`src/rtl/sam_mem_pkg.sv`:
```
// Shared types for the CPU/device memory arbiter: FSM states and requester ids.
package sam_mem_pkg;

   typedef enum logic {
      IDLE = 1'b0,
      BUSY = 1'b1
   } state_t;

   localparam logic PORT_CPU = 1'b0;
   localparam logic PORT_DEV = 1'b1;

endpackage

```
`src/rtl/rr_arb2.sv`:
```
// Two-requester round-robin grant: a port whose access just completed is masked out,
// and on a tie the port that was not served last wins.
module rr_arb2
   import sam_mem_pkg::*;
(
   input  logic       clk,
   input  logic       rst,
   input  logic [1:0] req,
   input  logic [1:0] mask,
   input  logic       upd,
   input  logic       upd_id,
   output logic       gnt_vld,
   output logic       gnt_id
);

   logic       last_grant;
   logic [1:0] elig;

   assign elig = req & ~mask;

   always_comb begin
      gnt_vld = |elig;
      gnt_id  = PORT_CPU;
      if (elig == 2'b11) begin
         gnt_id = ~last_grant;
      end else if (elig[PORT_DEV]) begin
         gnt_id = PORT_DEV;
      end
   end

   // Reset value makes the CPU win the very first tie.
   always_ff @(posedge clk or posedge rst) begin
      if (rst) begin
         last_grant <= PORT_DEV;
      end else if (upd) begin
         last_grant <= upd_id;
      end
   end

endmodule

```
`src/rtl/mem_arbiter.sv`:
```
// Shares a single-port fixed-latency memory between the CPU and one DMA/IO device,
// one access in flight; wait_ stalls the micro-sequencer, the device gets a one-cycle ack.
module mem_arbiter #(
   parameter int ADDR_W  = 12,
   parameter int DATA_W  = 16,
   parameter int MEM_LAT = 2
) (
   input  logic              clk,
   input  logic              reset,
   input  logic              cpu_req,
   input  logic              cpu_we,
   input  logic [ADDR_W-1:0] cpu_addr,
   input  logic [DATA_W-1:0] cpu_wdata,
   output logic [DATA_W-1:0] cpu_rdata,
   output logic              wait_,
   input  logic              dev_req,
   input  logic              dev_we,
   input  logic [ADDR_W-1:0] dev_addr,
   input  logic [DATA_W-1:0] dev_wdata,
   output logic [DATA_W-1:0] dev_rdata,
   output logic              dev_ack,
   output logic              mem_en,
   output logic              mem_we,
   output logic [ADDR_W-1:0] mem_addr,
   output logic [DATA_W-1:0] mem_wdata,
   input  logic [DATA_W-1:0] mem_rdata
);
   import sam_mem_pkg::*;

   localparam int               CNT_W    = (MEM_LAT > 1) ? $clog2(MEM_LAT) : 1;
   localparam logic [CNT_W-1:0] CNT_INIT = CNT_W'(MEM_LAT - 1);

   state_t            state_q, state_d;
   logic [CNT_W-1:0]  cnt_q, cnt_d;
   logic              own_q, own_d;
   logic              mem_en_q, mem_en_d;
   logic              mem_we_q, mem_we_d;
   logic [ADDR_W-1:0] addr_q, addr_d;
   logic [DATA_W-1:0] wdata_q, wdata_d;
   logic [DATA_W-1:0] cpu_rdata_q, cpu_rdata_d;
   logic [DATA_W-1:0] dev_rdata_q, dev_rdata_d;
   logic              cpu_done_q, cpu_done_d;
   logic              dev_done_q, dev_done_d;
   logic              gnt_vld, gnt_id, upd;

   rr_arb2 u_arb (
      .clk     (clk),
      .rst     (reset),
      .req     ({dev_req, cpu_req}),
      .mask    ({dev_done_q, cpu_done_q}),
      .upd     (upd),
      .upd_id  (own_q),
      .gnt_vld (gnt_vld),
      .gnt_id  (gnt_id)
   );

   always_comb begin
      state_d     = state_q;
      cnt_d       = cnt_q;
      own_d       = own_q;
      mem_en_d    = mem_en_q;
      mem_we_d    = mem_we_q;
      addr_d      = addr_q;
      wdata_d     = wdata_q;
      cpu_rdata_d = cpu_rdata_q;
      dev_rdata_d = dev_rdata_q;
      cpu_done_d  = 1'b0;
      dev_done_d  = 1'b0;
      upd         = 1'b0;

      case (state_q)
         IDLE: begin
            if (gnt_vld) begin
               own_d    = gnt_id;
               mem_en_d = 1'b1;
               cnt_d    = CNT_INIT;
               state_d  = BUSY;
               if (gnt_id == PORT_DEV) begin
                  mem_we_d = dev_we;
                  addr_d   = dev_addr;
                  wdata_d  = dev_wdata;
               end else begin
                  mem_we_d = cpu_we;
                  addr_d   = cpu_addr;
                  wdata_d  = cpu_wdata;
               end
            end
         end
         BUSY: begin
            if (cnt_q != '0) begin
               cnt_d = cnt_q - CNT_W'(1);
            end else begin
               // Last access cycle: mem_rdata is valid now, the done pulse lands in the next (IDLE) cycle.
               if (own_q == PORT_DEV) begin
                  dev_done_d = 1'b1;
                  if (!mem_we_q) dev_rdata_d = mem_rdata;
               end else begin
                  cpu_done_d = 1'b1;
                  if (!mem_we_q) cpu_rdata_d = mem_rdata;
               end
               upd      = 1'b1;
               mem_en_d = 1'b0;
               mem_we_d = 1'b0;
               state_d  = IDLE;
            end
         end
         default: state_d = IDLE;
      endcase
   end

   always_ff @(posedge clk or posedge reset) begin
      if (reset) begin
         state_q     <= IDLE;
         cnt_q       <= '0;
         own_q       <= PORT_CPU;
         mem_en_q    <= 1'b0;
         mem_we_q    <= 1'b0;
         addr_q      <= '0;
         wdata_q     <= '0;
         cpu_rdata_q <= '0;
         dev_rdata_q <= '0;
         cpu_done_q  <= 1'b0;
         dev_done_q  <= 1'b0;
      end else begin
         state_q     <= state_d;
         cnt_q       <= cnt_d;
         own_q       <= own_d;
         mem_en_q    <= mem_en_d;
         mem_we_q    <= mem_we_d;
         addr_q      <= addr_d;
         wdata_q     <= wdata_d;
         cpu_rdata_q <= cpu_rdata_d;
         dev_rdata_q <= dev_rdata_d;
         cpu_done_q  <= cpu_done_d;
         dev_done_q  <= dev_done_d;
      end
   end

   assign mem_en    = mem_en_q;
   assign mem_we    = mem_we_q;
   assign mem_addr  = addr_q;
   assign mem_wdata = wdata_q;
   assign cpu_rdata = cpu_rdata_q;
   assign dev_rdata = dev_rdata_q;
   assign dev_ack   = dev_done_q;
   assign wait_     = cpu_req & ~cpu_done_q;

endmodule
```
`config.mk`:
```
export PLATFORM = sky130hd
export DESIGN_NAME = mem_arbiter
export DESIGN_NICKNAME = d
export VERILOG_FILES = /design/src/rtl/sam_mem_pkg.sv /design/src/rtl/rr_arb2.sv /design/src/rtl/mem_arbiter.sv
export SDC_FILE = /design/constraint.sdc
export NUM_CORES = 1
export LEC_CHECK = 0
export CORE_UTILIZATION = 41
export CTS_BUF_LIST = sky130_fd_sc_hd__clkbuf_16
export DETAILED_ROUTE_END_ITERATION = 16
export HOLD_SLACK_MARGIN = 0.08
export PLACE_DENSITY = 0.78
export SYNTH_ARGS = -nofsm -noshare
export SYNTH_HDL_FRONTEND = slang
export SYNTH_SLANG_ARGS = --single-unit
```
`constraint.sdc`:
```
create_clock -name clk -period 5.65 [get_ports clk]
set_input_delay 1.4125 -clock clk [delete_from_list [all_inputs] [get_ports clk]]
set_output_delay 1.4125 -clock clk [all_outputs]
set_load 0.01 [all_outputs]
```
======== After elaboration in Yosys (flattened, before gate mapping) ========
Cells that the tools add are included.
W data, S select, Z words.
word-level totals
  bits in registers ....................... 68
  input bits .............................. 78
  output and inout bits ................... 64
  logic and storage cells ................. 53
cells by class
  add/subtract/negate cells ............... 1
  equality and inequality tests ........... 3
  multiplexer cells ....................... 23
  bitwise gates (word level) .............. 9
  reductions and logical operators ........ 5
operators by type and width
  cell                   number
  $mux W1                17
  $mux W16               1
  $mux W12               1
  $pmux W1 S2            4
  $reduce_and A4 Y1      2
  $not A1 Y1             6
  $ne A2 B2 Y1 const B   2
  $reduce_and A2 Y1      2
  $and A2 B2 Y2          1
  $eq A2 B2 Y1 const B   1
  $not A2 Y2             1
  $reduce_or A2 Y1       1
  $and A1 B1 Y1          1
  $sub A1 B1 Y1 const B  1

======== Longest topological paths before layout ========
  depth in word-level cells ............... 7
  gate-level depth with buffers ........... 6

======== Cells and area by module ========
A second synthesis with hierarchy kept.
second synthesis, totals
  cell total of the unflattened synthesis .. 227
  area total of the unflattened synthesis .. 2895.3 um^2
by module, submodules not included
  module       times used  cells each  area each (um^2)
  mem_arbiter  1           219         2817.7
  rr_arb2      1           8           77.6

======== Worst setup path after synthesis ========
OpenSTA, ideal clock, no wires.
  path kind ............................... input-to-output
  from .................................... in cpu_req
  to ...................................... out wait_
  data arrival time ....................... 2014 ps
  required time ........................... 4238 ps
  slack ................................... 2224 ps
  stages .................................. 4
  path buffers ............................ 2
  cell sequence ........................... nand2b_1 -> buf_2 -> buf_1 -> inv_1
between the ends
  longest elaborated chain between the ends .. 1
RTL lines
  item                RTL line            source
  start: declaration  mem_arbiter.sv:10   input logic cpu_req,
  $and A1 B1 Y1       mem_arbiter.sv:146  assign wait_ = cpu_req & ~cpu_done_q;
  end: declaration    mem_arbiter.sv:15   output logic wait_,
Every way passes these cells.

======== Worst setup path after layout ========
Ends and elaborated chain as after synthesis.

==> results.txt <==
Syn. warnings = 0
Total Die Area = 8640 um2
Post-CTS Setup Bufs = 0
Syn_area_per_cell = 12.4 um2
Final Wtd Congestion = 0.751
Slew headroom = 0.178
H-tree depth = 3
Area Overhead vs Synth = 51.2%
FF+latch count, synth = 68
Total gr overflow = 0
Most common cell after layout, fill and taps aside = clkdlybuf4s50_1
Cts hold-fix bufs = 0
Crit path launch type = primary input
Share of flip-flops with an asynchronous set or reset = 1.00
First-pass GRT wire length = 15,200 um
Fin cells = 504
Worst-path clk slew = 0.05 ns
RSZ-0062 raised after global routing = no
Worst Hold Class = reg2reg
Post-Syn Area = 3390 um2
Peak Freq = 249 MHz
Hold Vio Cnt, Final = 0
Maxcap violations = 0
Leak = 2.16 nW
Nets@finish = 476
DPL Wire Length = 6130 um
Ant. Diodes = 0
Final instance area = 5130 um2
DR vias = 2,832
Initial Util = 0.432
WL/cell = 18.8 um
DRT Pass-1 Iters = 4
CP Cell Sequence = clkdlybuf4s50_1 -> nand2b_1 -> inv_1 -> clkdlybuf4s50_1
# port buffers = 141
Routed vias/inst = 5.62
Slew Viols, Final = 0
Post-route minimum period = 4.02 ns
Post-DRT Antenna Nets = 0
Root buffer cell = clkbuf_16
Slew @ Worst Pin = 1.23 ns
Post-synthesis sequential area ratio = 0.502
Crit path max-delay cell type = clkdlybuf4s50_1
GRT Resource Usage Total = 0.227
Post-route setup TNS = 0 ns
Post-Syn Instances = 273
Post-Route WL = 9480 um
Die width = 92.9 um
Peak supply drop = 0.249 mV
Post-CTS sizing = 0
Commonest cells after routing, fill and taps aside = 141 x clkdlybuf4s50_1, 67 x dfrtp_1, 30 x and3b_1, 30 x a221oi_1, 29 x o21ai_0
Inserted Clock Buffers = 9
Setup CP Type = in2out
Die Ht = 92.9 um
Vias in the first global route = 2,887
Iter 0 DRT Violations = 141
Top_reg_cell synth = dfrtp_1
Slowest stage delay, CP = 0.53 ns
Worst clock skew = 0.00673 ns
I/O pins = 142
Placed Cells = 489
Final period util = 0.712
Status = completed
Cell Pwr Density = 582 nW/um2
Pwr Total = 2.98 mW
Crit-path max FO = 3
Layout cells sized above 1 = 0.144
Largest net degree at the start of global routing = 69
WP data arrival = 2.61 ns
Required time of the critical path = 4.24 ns
Initial antenna violation count = 0
Post-Place Cell Area = 4800 um2
Clock Sinks = 68
Core Area = 7850 um2
Post-synth EDFFs = 0
Row Count = 32
CTS tree = built
Clk buf depth = 2
Syn nets = 351
Final Setup Violations = 0
Drt drc = 0
Yosys cell types = 25
Worst setup EP type = primary output
Clk_lat worst skew = 0.32 ns
Crit-path most repeated cell = clkdlybuf4s50_1
## layout make-up
class,count,area [um2]
Fill cell,602,2720
Sequential cell,68,1700
Multi-Input combinational cell,167,1500
Timing Repair Buffer,146,1450
Clock buffer,9,225
Tap cell,102,128
Clock inverter,6,104
Inverter,6,22.5
## per-layer routing
metal,vias to the layer above,global-route usage,part of all wire
met5,-,0,0
met4,0,0.105,0.027
met3,19,0.0419,0.060
met2,124,0.356,0.49
met1,1390,0.302,0.43
li1,1299,-,-
## power by group
part	switching (mW)	total, mW	internal [mW]
clock	0.194	0.619	0.425
sequential	0.175	0.915	0.741
combinational	0.584	1.45	0.865
## path summary, 6_finish.rpt
kind | startpoint | endpoint | slack [ns] | cells past startpoint
min reg2reg | mem_en$_DFFE_PP0P_ | mem_en$_DFFE_PP0P_ | 0.48 | 2
min in group asynchronous | reset | dev_rdata[2]$_DFFE_PP0P_ | 1.69 | 3
max | cpu_req | wait_ | 1.63 | 4
min | mem_en$_DFFE_PP0P_ | mem_en$_DFFE_PP0P_ | 0.48 | 2
max reg2reg | dev_ack$_DFF_PP0_ | mem_we$_DFFE_PP0P_ | 3.14 | 4
max in group asynchronous | reset | cpu_done_q$_DFF_PP0_ | 3.42 | 3
## flip-flops by register name, summed over array words and instances (netlist names), 12 cells and up
register and count:
cpu_rdata 16, dev_rdata 16, mem_addr 12, mem_wdata 16
## worst max-delay path: cells and delay by family
family                 cells  cell delay, ns
buffers and inverters      3            1.11
and+or+nand+nor            1            0.09
## cells by family (layout without fill, tap and decap cells)
group,Yosys count,count (layout),share of synthesized area
buffers and inverters,38,167,0.0576
and+or+nand+nor,42,42,0.104
muxes,32,32,0.128
AOI/OAI and AO/OA,93,93,0.208
DFF,68,68,0.502
## synthesized netlist by cell type, drive strengths merged, types with 2 or more instances
cell type,n,area (um2)
clkbuf,19,71.3
buf,13,101
dfrtp,67,1680
nor3,3,37.5
a31oi,2,12.5
nor2,3,11.3
a221oi,30,263
mux2,32,435
and3b,30,263
inv,6,22.5
nand2b,3,26.3
o21ai,29,145
a21o,3,22.5
nand2,2,7.51
a2bb2oi,28,245
## per-stage QoR
stage               hold WS [ns]  worst slack (ns)   util
floorplan                  0.495              2.22      -
global placement           0.467              1.63  0.611
detailed placement         0.471              1.63  0.611
CTS                        0.488              1.62  0.653
global route               0.517              1.58  0.653
finish                     0.484              1.63  0.653
No activity file was read; power rests on OpenSTA's default activity.
